--- src/rtl/pool_module.sv ---
// ReLU + 2x2 stride-2 max pooling of a captured CHxIN_DIMxIN_DIM map, one window per cycle.
// Define POOL_RELU_EN to clamp negative elements to zero before comparison.
module pool_module #(
    parameter int unsigned DW      = 8,
    parameter int unsigned CH      = 3,
    parameter int unsigned IN_DIM  = 6,
    parameter int unsigned OUT_DIM = 3
) (
    input  logic                              clk,
    input  logic                              rst_n,
    input  logic                              in_vld,
    input  logic [IN_DIM*IN_DIM*CH*DW-1:0]    conv_lin,
    output logic [OUT_DIM*OUT_DIM*CH*DW-1:0]  pool_lin,
    output logic                              out_vld,
    output logic                              busy
);

    localparam int unsigned IN_W  = IN_DIM*IN_DIM*CH*DW;
    localparam int unsigned OUT_W = OUT_DIM*OUT_DIM*CH*DW;
    localparam int unsigned NWIN  = OUT_DIM*OUT_DIM;
    localparam int unsigned WCW   = (NWIN > 1) ? $clog2(NWIN) : 1;

    typedef enum logic [1:0] {IDLE, RUN, DONE} state_t;

    state_t               state_q, state_d;
    logic [WCW-1:0]       win_cnt_q, win_cnt_d;
    logic [IN_W-1:0]      in_buf_q, in_buf_d;
    logic [OUT_W-1:0]     work_q, work_d;
    logic [OUT_W-1:0]     pool_q, pool_d;

    function automatic logic [DW-1:0] elem(input logic [IN_W-1:0] b, input int unsigned ch,
                                           input int unsigned r, input int unsigned c);
        return b[((ch*IN_DIM*IN_DIM) + r*IN_DIM + c)*DW +: DW];
    endfunction

    function automatic logic [DW-1:0] prep(input logic [DW-1:0] x);
`ifdef POOL_RELU_EN
        return x[DW-1] ? '0 : x;
`else
        return x;
`endif
    endfunction

    function automatic logic [DW-1:0] smax(input logic [DW-1:0] a, input logic [DW-1:0] b);
        return ($signed(a) >= $signed(b)) ? a : b;
    endfunction

    function automatic logic [DW-1:0] pool4(input logic [IN_W-1:0] b, input int unsigned ch,
                                            input int unsigned r, input int unsigned c);
        logic [DW-1:0] m01, m23;
        m01 = smax(prep(elem(b, ch, 2*r,   2*c)), prep(elem(b, ch, 2*r,   2*c+1)));
        m23 = smax(prep(elem(b, ch, 2*r+1, 2*c)), prep(elem(b, ch, 2*r+1, 2*c+1)));
        return smax(m01, m23);
    endfunction

    always_comb begin
        state_d   = state_q;
        win_cnt_d = win_cnt_q;
        in_buf_d  = in_buf_q;
        work_d    = work_q;
        pool_d    = pool_q;
        case (state_q)
            IDLE: begin
                if (in_vld) begin
                    in_buf_d  = conv_lin;
                    win_cnt_d = '0;
                    state_d   = RUN;
                end
            end
            RUN: begin
                // Window index is decoded against every constant so all slices stay static.
                for (int unsigned w = 0; w < NWIN; w++) begin
                    if (win_cnt_q == WCW'(w)) begin
                        for (int unsigned ch = 0; ch < CH; ch++) begin
                            work_d[(ch*NWIN + w)*DW +: DW] =
                                pool4(in_buf_q, ch, w / OUT_DIM, w % OUT_DIM);
                        end
                    end
                end
                if (win_cnt_q == WCW'(NWIN-1)) begin
                    win_cnt_d = '0;
                    state_d   = DONE;
                end else begin
                    win_cnt_d = win_cnt_q + WCW'(1);
                end
            end
            DONE: begin
                pool_d  = work_q;
                state_d = IDLE;
            end
            default: state_d = IDLE;
        endcase
    end

    always_ff @(posedge clk or negedge rst_n) begin
        if (!rst_n) begin
            state_q   <= IDLE;
            win_cnt_q <= '0;
            in_buf_q  <= '0;
            work_q    <= '0;
            pool_q    <= '0;
        end else begin
            state_q   <= state_d;
            win_cnt_q <= win_cnt_d;
            in_buf_q  <= in_buf_d;
            work_q    <= work_d;
            pool_q    <= pool_d;
        end
    end

    assign pool_lin = pool_q;
    assign out_vld  = (state_q == DONE);
    assign busy     = (state_q != IDLE);

endmodule

--- config.mk ---
export PLATFORM = sky130hd
export DESIGN_NAME = pool_module
export DESIGN_NICKNAME = d
export VERILOG_FILES = /design/src/rtl/pool_module.sv
export SDC_FILE = /design/constraint.sdc
export NUM_CORES = 2
export LEC_CHECK = 0
export ABC_AREA = 0
export BUFFER_PORTS_ARGS = -buffer_cell sky130_fd_sc_hd__buf_2
export CORE_AREA = 2 2 427 429
export CTS_BUF_LIST = sky130_fd_sc_hd__clkbuf_2
export CTS_CLUSTER_DIAMETER = 50
export DETAILED_ROUTE_END_ITERATION = 7
export DIE_AREA = 0 0 429 431
export GPL_TIMING_DRIVEN = 0
export MAX_ROUTING_LAYER = met4
export SLEW_MARGIN = 30
export SYNTH_ARGS = -nofsm -noshare
export SYNTH_HDL_FRONTEND = slang
export SYNTH_SLANG_ARGS = --single-unit
--- constraint.sdc ---
create_clock -name clk -period 4 [get_ports clk]
set_input_delay 0.8 -clock clk [delete_from_list [all_inputs] [get_ports clk]]
set_output_delay 0.8 -clock clk [all_outputs]
set_load 0.03 [all_outputs]
## Word level (Yosys, flattened, before mapping)

Cells that the tools add are included.

| operators by class | value |
|---|---|
| add/sub/neg operators | 1 |
| magnitude comparators | 81 |
| equality and inequality tests | 12 |
| multiplexer cells | 87 |
| reductions and logical operators | 16 |

Operator list:

| cell | count |
|---|---|
| $ge 8x8->1 | 81 |
| $mux 8 | 81 |
| $reduce_and 2->1 | 12 |
| $eq 4x3->1 const B | 4 |
| $eq 4x2->1 const B | 2 |
| $mux 4 | 2 |
| $pmux 4 s2 | 1 |
| $add 4x1->4 const B | 1 |
| $eq 4x1->1 const B | 1 |
| $eq 4x4->1 const B | 1 |
| $logic_not 4->1 | 1 |
| $mux 2 | 2 |
| $ne 2x2->1 const B | 2 |
| $pmux 2 s2 | 1 |
| $reduce_bool 2->1 | 2 |
| $eq 2x1->1 const B | 1 |
| $eq 2x2->1 const B | 1 |
| $logic_not 2->1 | 1 |

| word-level totals | value |
|---|---|
| bits in registers | 1302 |
| input bits | 867 |
| output and inout port bits | 218 |

## Longest topological paths before layout

| depth | value |
|---|---|
| word-level depth | 4 |
| gate-level depth with buffers | 17 |
| depth with buffers taken out | 15 |

## Worst setup path after synthesis

No wires, ideal clock.

| path | value |
|---|---|
| path type | flip-flop to flip-flop |
| from | register in_buf_q[389] |
| to | register work_q[100] |
| arrival time | 3249 ps |
| slack | 661 ps |
| cell stages (with the launch flop) | 15 |
| period minus slack after synthesis | 3339 ps |
| path through | dfrtp_1 > ha_1 > a21o_1 > a2111oi_2 > a21oi_1 > a21oi_4 > mux2i_1 > inv_1 > ha_1 > a211o_1 > nor3_1 > o21ai_1 > or2_2 > clkbuf_1 > o221ai_1 |

| on the way | value |
|---|---|
| longest elaborated chain between the ends | 4 |

RTL lines:

| element | RTL line | RTL |
|---|---|---|
| from (decl) | 27 | `logic [IN_W-1:0] in_buf_q, in_buf_d;` |
| from (signal assigned) | 105 | `in_buf_q <= in_buf_d;` |
| $ge 8x8->1 | 45 | `return ($signed(a) >= $signed(b)) ? a : b;` |
| $mux 8 * | 45 |  |
| $ge 8x8->1 | 45 |  |
| $mux 8 * | 45 |  |
| to (signal assigned) | 106 | `work_q <= work_d;` |
| to (decl) | 28 | `logic [OUT_W-1:0] work_q, work_d;` |

Mark *: on every way between the ends. The rest lies on a longest branch, timed or not.
A chain may end at the register's enable or synchronous reset.

## Worst setup path after layout

| path | value |
|---|---|
| from | register in_buf_q[413] |
| to | register work_q[108] |

Same word-level chain as after synthesis.

==> impl_metrics.json <==
{
  "viasPerCell": 5.31,
  "slew_headroom_pct": 13.5,
  "timing.setup.tns_ns": -3.27,
  "synthFlopType": "dfrtp_1",
  "setup-violations-final": 16,
  "gp_congestion": 0.963,
  "worstHoldStart": "conv_lin[804]",
  "nFillCells": 14936,
  "syn_to_final_growth_pct": 50.9,
  "timing.fmax_ghz": 0.227,
  "grt_first_pass_wirelength_mm": 477,
  "wl_met3_mm": 25.4,
  "start_kind": "flip-flop",
  "cp_data_required_time_ns": 5.80,
  "syn_nets": 9085,
  "num_io_pins": 1085,
  "skew_ns": 0.216,
  "grt_usage_pct": 35.3,
  "dr.pass1.iters": 8,
  "gr-total-overflow": 0,
  "setup_ws_ns": -0.404,
  "crit_start": "in_buf_q[413]",
  "finalHoldViolations": 0,
  "max_cap_viol_count": 0,
  "powerDensity_nw_per_um2": 818,
  "synth.distinct_cells": 64,
  "initial_core_util_pct": 38.4,
  "cts_made_buffers": 381,
  "period_minus_slack_ns": 4.40,
  "path_clk_slew_ns": 0.15,
  "nets": 12810,
  "port_buffers": 1084,
  "first_iter_violations": 5953,
  "tightest_slew_ns": 1.30,
  "vias": 74792,
  "path_max_fanout": 8,
  "pre_cts_ws_ns": -0.454,
  "seq_area_um2": 32600,
  "drc": 4,
  "leakagePower_nw": 53.9,
  "period_share_pct": 110,
  "postSynthCellCount": 7566,
  "wl_mm": 323,
  "power.total_mw": 85.3,
  "synth-warning-count": 0,
  "synth_edf_count": 0,
  "dp_hpwl_mm": 212,
  "ys_seq_area_share_pct": 47.1,
  "wl_met1_mm": 120,
  "synth.avg_cell_area_um2": 9.14,
  "synth-seq-cells": 1302,
  "cts_sinks": 1302,
  "row_count": 156,
  "clk_latency_ns": 1.97,
  "die_w_um": 429,
  "root_buffer": "clkbuf_2",
  "syn_area_um2": 69100,
  "coreArea_um2": 180000,
  "status": "complete, but fails checks",
  "die_y_um": 431,
  "worst_setup_path_end_kind": "flip-flop",
  "min_path_type": "input port to flip-flop",
  "synthArstFlopShare_pct": 100,
  "wl_per_cell_um": 23.0,
  "htree_levels": 5,
  "dr_wl_met2_mm": 151,
  "die_area_um2": 185000,
  "vdd.ir_drop.worst_mv": 0.362,
  "grt_pass1_vias": 78054,
  "antenna_found_initial": 154,
  "slew_viol_final": 0,
  "cts_max_path_buffers": 4,
  "arrival_ns": 6.20,
  "multi_input_area_um2": 32900,
  "drive_gt1_share_pct": 17.3,
  "failed_checks": "DRC, setup timing",
  "ant_nets": 0,
  "rsz0062_at_grt": "true",
  "worstSetupPathType": "flip-flop to flip-flop",
  "regToRegStartpoint": "in_buf_q[413]",
  "top_layer": "met4",
  "cts_tree": "yes",
  "grt_max_degree": 116
}
## kinds of logic (layout without fill, tap and decap cells)
kind of cell,after synthesis,in the layout,synth area share [%]
flip-flops,1302,1302,47.1
buffers and inverters,978,4965,5.59
other,0,159,0
multiplexers,450,450,6.64
AND/OR/NAND/NOR,3026,3026,17.5
AO/OA/AOI/OAI,1158,1158,11.3
adder cells (fa/ha/maj),652,652,11.8
## area by class of cell
class,count,share of cell area [%]
sequential,1302,31.2
antenna,159,0.381
clock buffer,552,2.65
clock inverter,93,0.453
inverter,683,2.47
tap,2370,2.84
buffer,291,1.26
multi-input combinational,5286,31.5
timing repair buffer,3346,27.2
## stage by stage
step / instance area (um2) / util, % / cells / hold WS [ns]
floorplan: 69100 / - / 7566 / 0.439
global placement: 77500 / 43.0 / 11020 / 0.447
detailed placement: 78100 / 43.3 / 11042 / 0.451
CTS: 103000 / 57.4 / 13886 / 0.0000235
global route: 104000 / 57.9 / 14061 / 0.0719
finish: 104000 / 57.9 / 14082 / 0.201
## cell usage in the layout (no fill, tap or decap), types with 29 or more instances in the layout
cell,n
clkbuf_1,150
dfrtp_1,1301
mux2i_1,377
diode_2,159
buf_2,1188
nand3_1,29
nand2b_1,69
nand2_1,2666
dlygate4sd3_1,2193
inv_1,678
buf_4,62
ha_1,652
a211oi_1,54
o221ai_1,209
a21oi_1,94
a21o_1,45
mux2_2,30
o21ai_0,507
nor2b_1,43
clkbuf_2,562
clkinv_1,74
nor2_1,74
## Yosys cell counts, drive strengths merged, types with 14 or more instances
cell / instances / area [um2]
a2111oi: 45 / 500
a211o: 22 / 193
a211oi: 54 / 405
a21o: 45 / 338
a21oi: 110 / 697
a221o: 16 / 160
and4: 17 / 149
buf: 131 / 686
clkbuf: 164 / 617
dfrtp: 1302 / 32600
ha: 652 / 8160
inv: 683 / 2560
mux2: 43 / 492
mux2i: 407 / 4100
nand2: 2666 / 10000
nand2b: 72 / 460
nand3: 35 / 195
nand4: 26 / 163
nor2: 79 / 319
nor2b: 43 / 269
nor3: 26 / 141
o211ai: 18 / 135
o21a: 26 / 195
o21ai: 549 / 2810
o21bai: 17 / 128
o221ai: 209 / 1830
or2: 19 / 119
or3: 14 / 87.6
## flip-flops by register name, indices dropped and copies added, names as in the netlist
signal     count
in_buf_q     864
pool_lin     216
state_q        2
win_cnt_q      4
work_q       216
## metal layers
layer	up-vias	track usage, %
li1	33091	-
met1	35960	38.8
met2	4047	56.1
met3	1694	9.22
met4	0	24.4
met5	-	-
## worst max-delay path: stages (launching register included)
cell and delay, ns:
dfrtp_1 0.42, inv_1 0.09, ha_1 0.32, a21o_1 0.20
a2111oi_2 0.43, a21oi_1 0.15, a21oi_4 0.27, buf_4 0.20
mux2i_2 0.72, inv_1 0.11, ha_1 0.31, o21ai_0 0.14
a21oi_1 0.06, nor3_1 0.20, o21ai_1 0.12, nand2_1 0.30
o221ai_1 0.18
## power by group
part	internal (mW)	switching, mW	total (mW)
combinational	22.6	29.3	51.8
sequential	18.8	4.35	23.1
clock	3.91	6.42	10.3
## final timing paths
check / end / cells past startpoint / slack (ns)
worst max-delay path: work_q[108] / 16 / -0.40
worst min-delay path: in_buf_q[804] / 5 / 0.20
worst max register to register: work_q[108] / 16 / -0.40
worst min register to register: pool_lin[18] / 2 / 0.29
max in group asynchronous: pool_lin[168] / 9 / 0.84
min in group asynchronous: work_q[150] / 5 / 0.65
## repair_timing
action,CTS,global route
pin swaps,1,3
endpoints found under the setup margin,10,97
hold endpoints to repair,1486,0
hold buffers,2194,0
resized for setup,19,43
setup buffers,6,40
(Power assumes the default switching activity.)
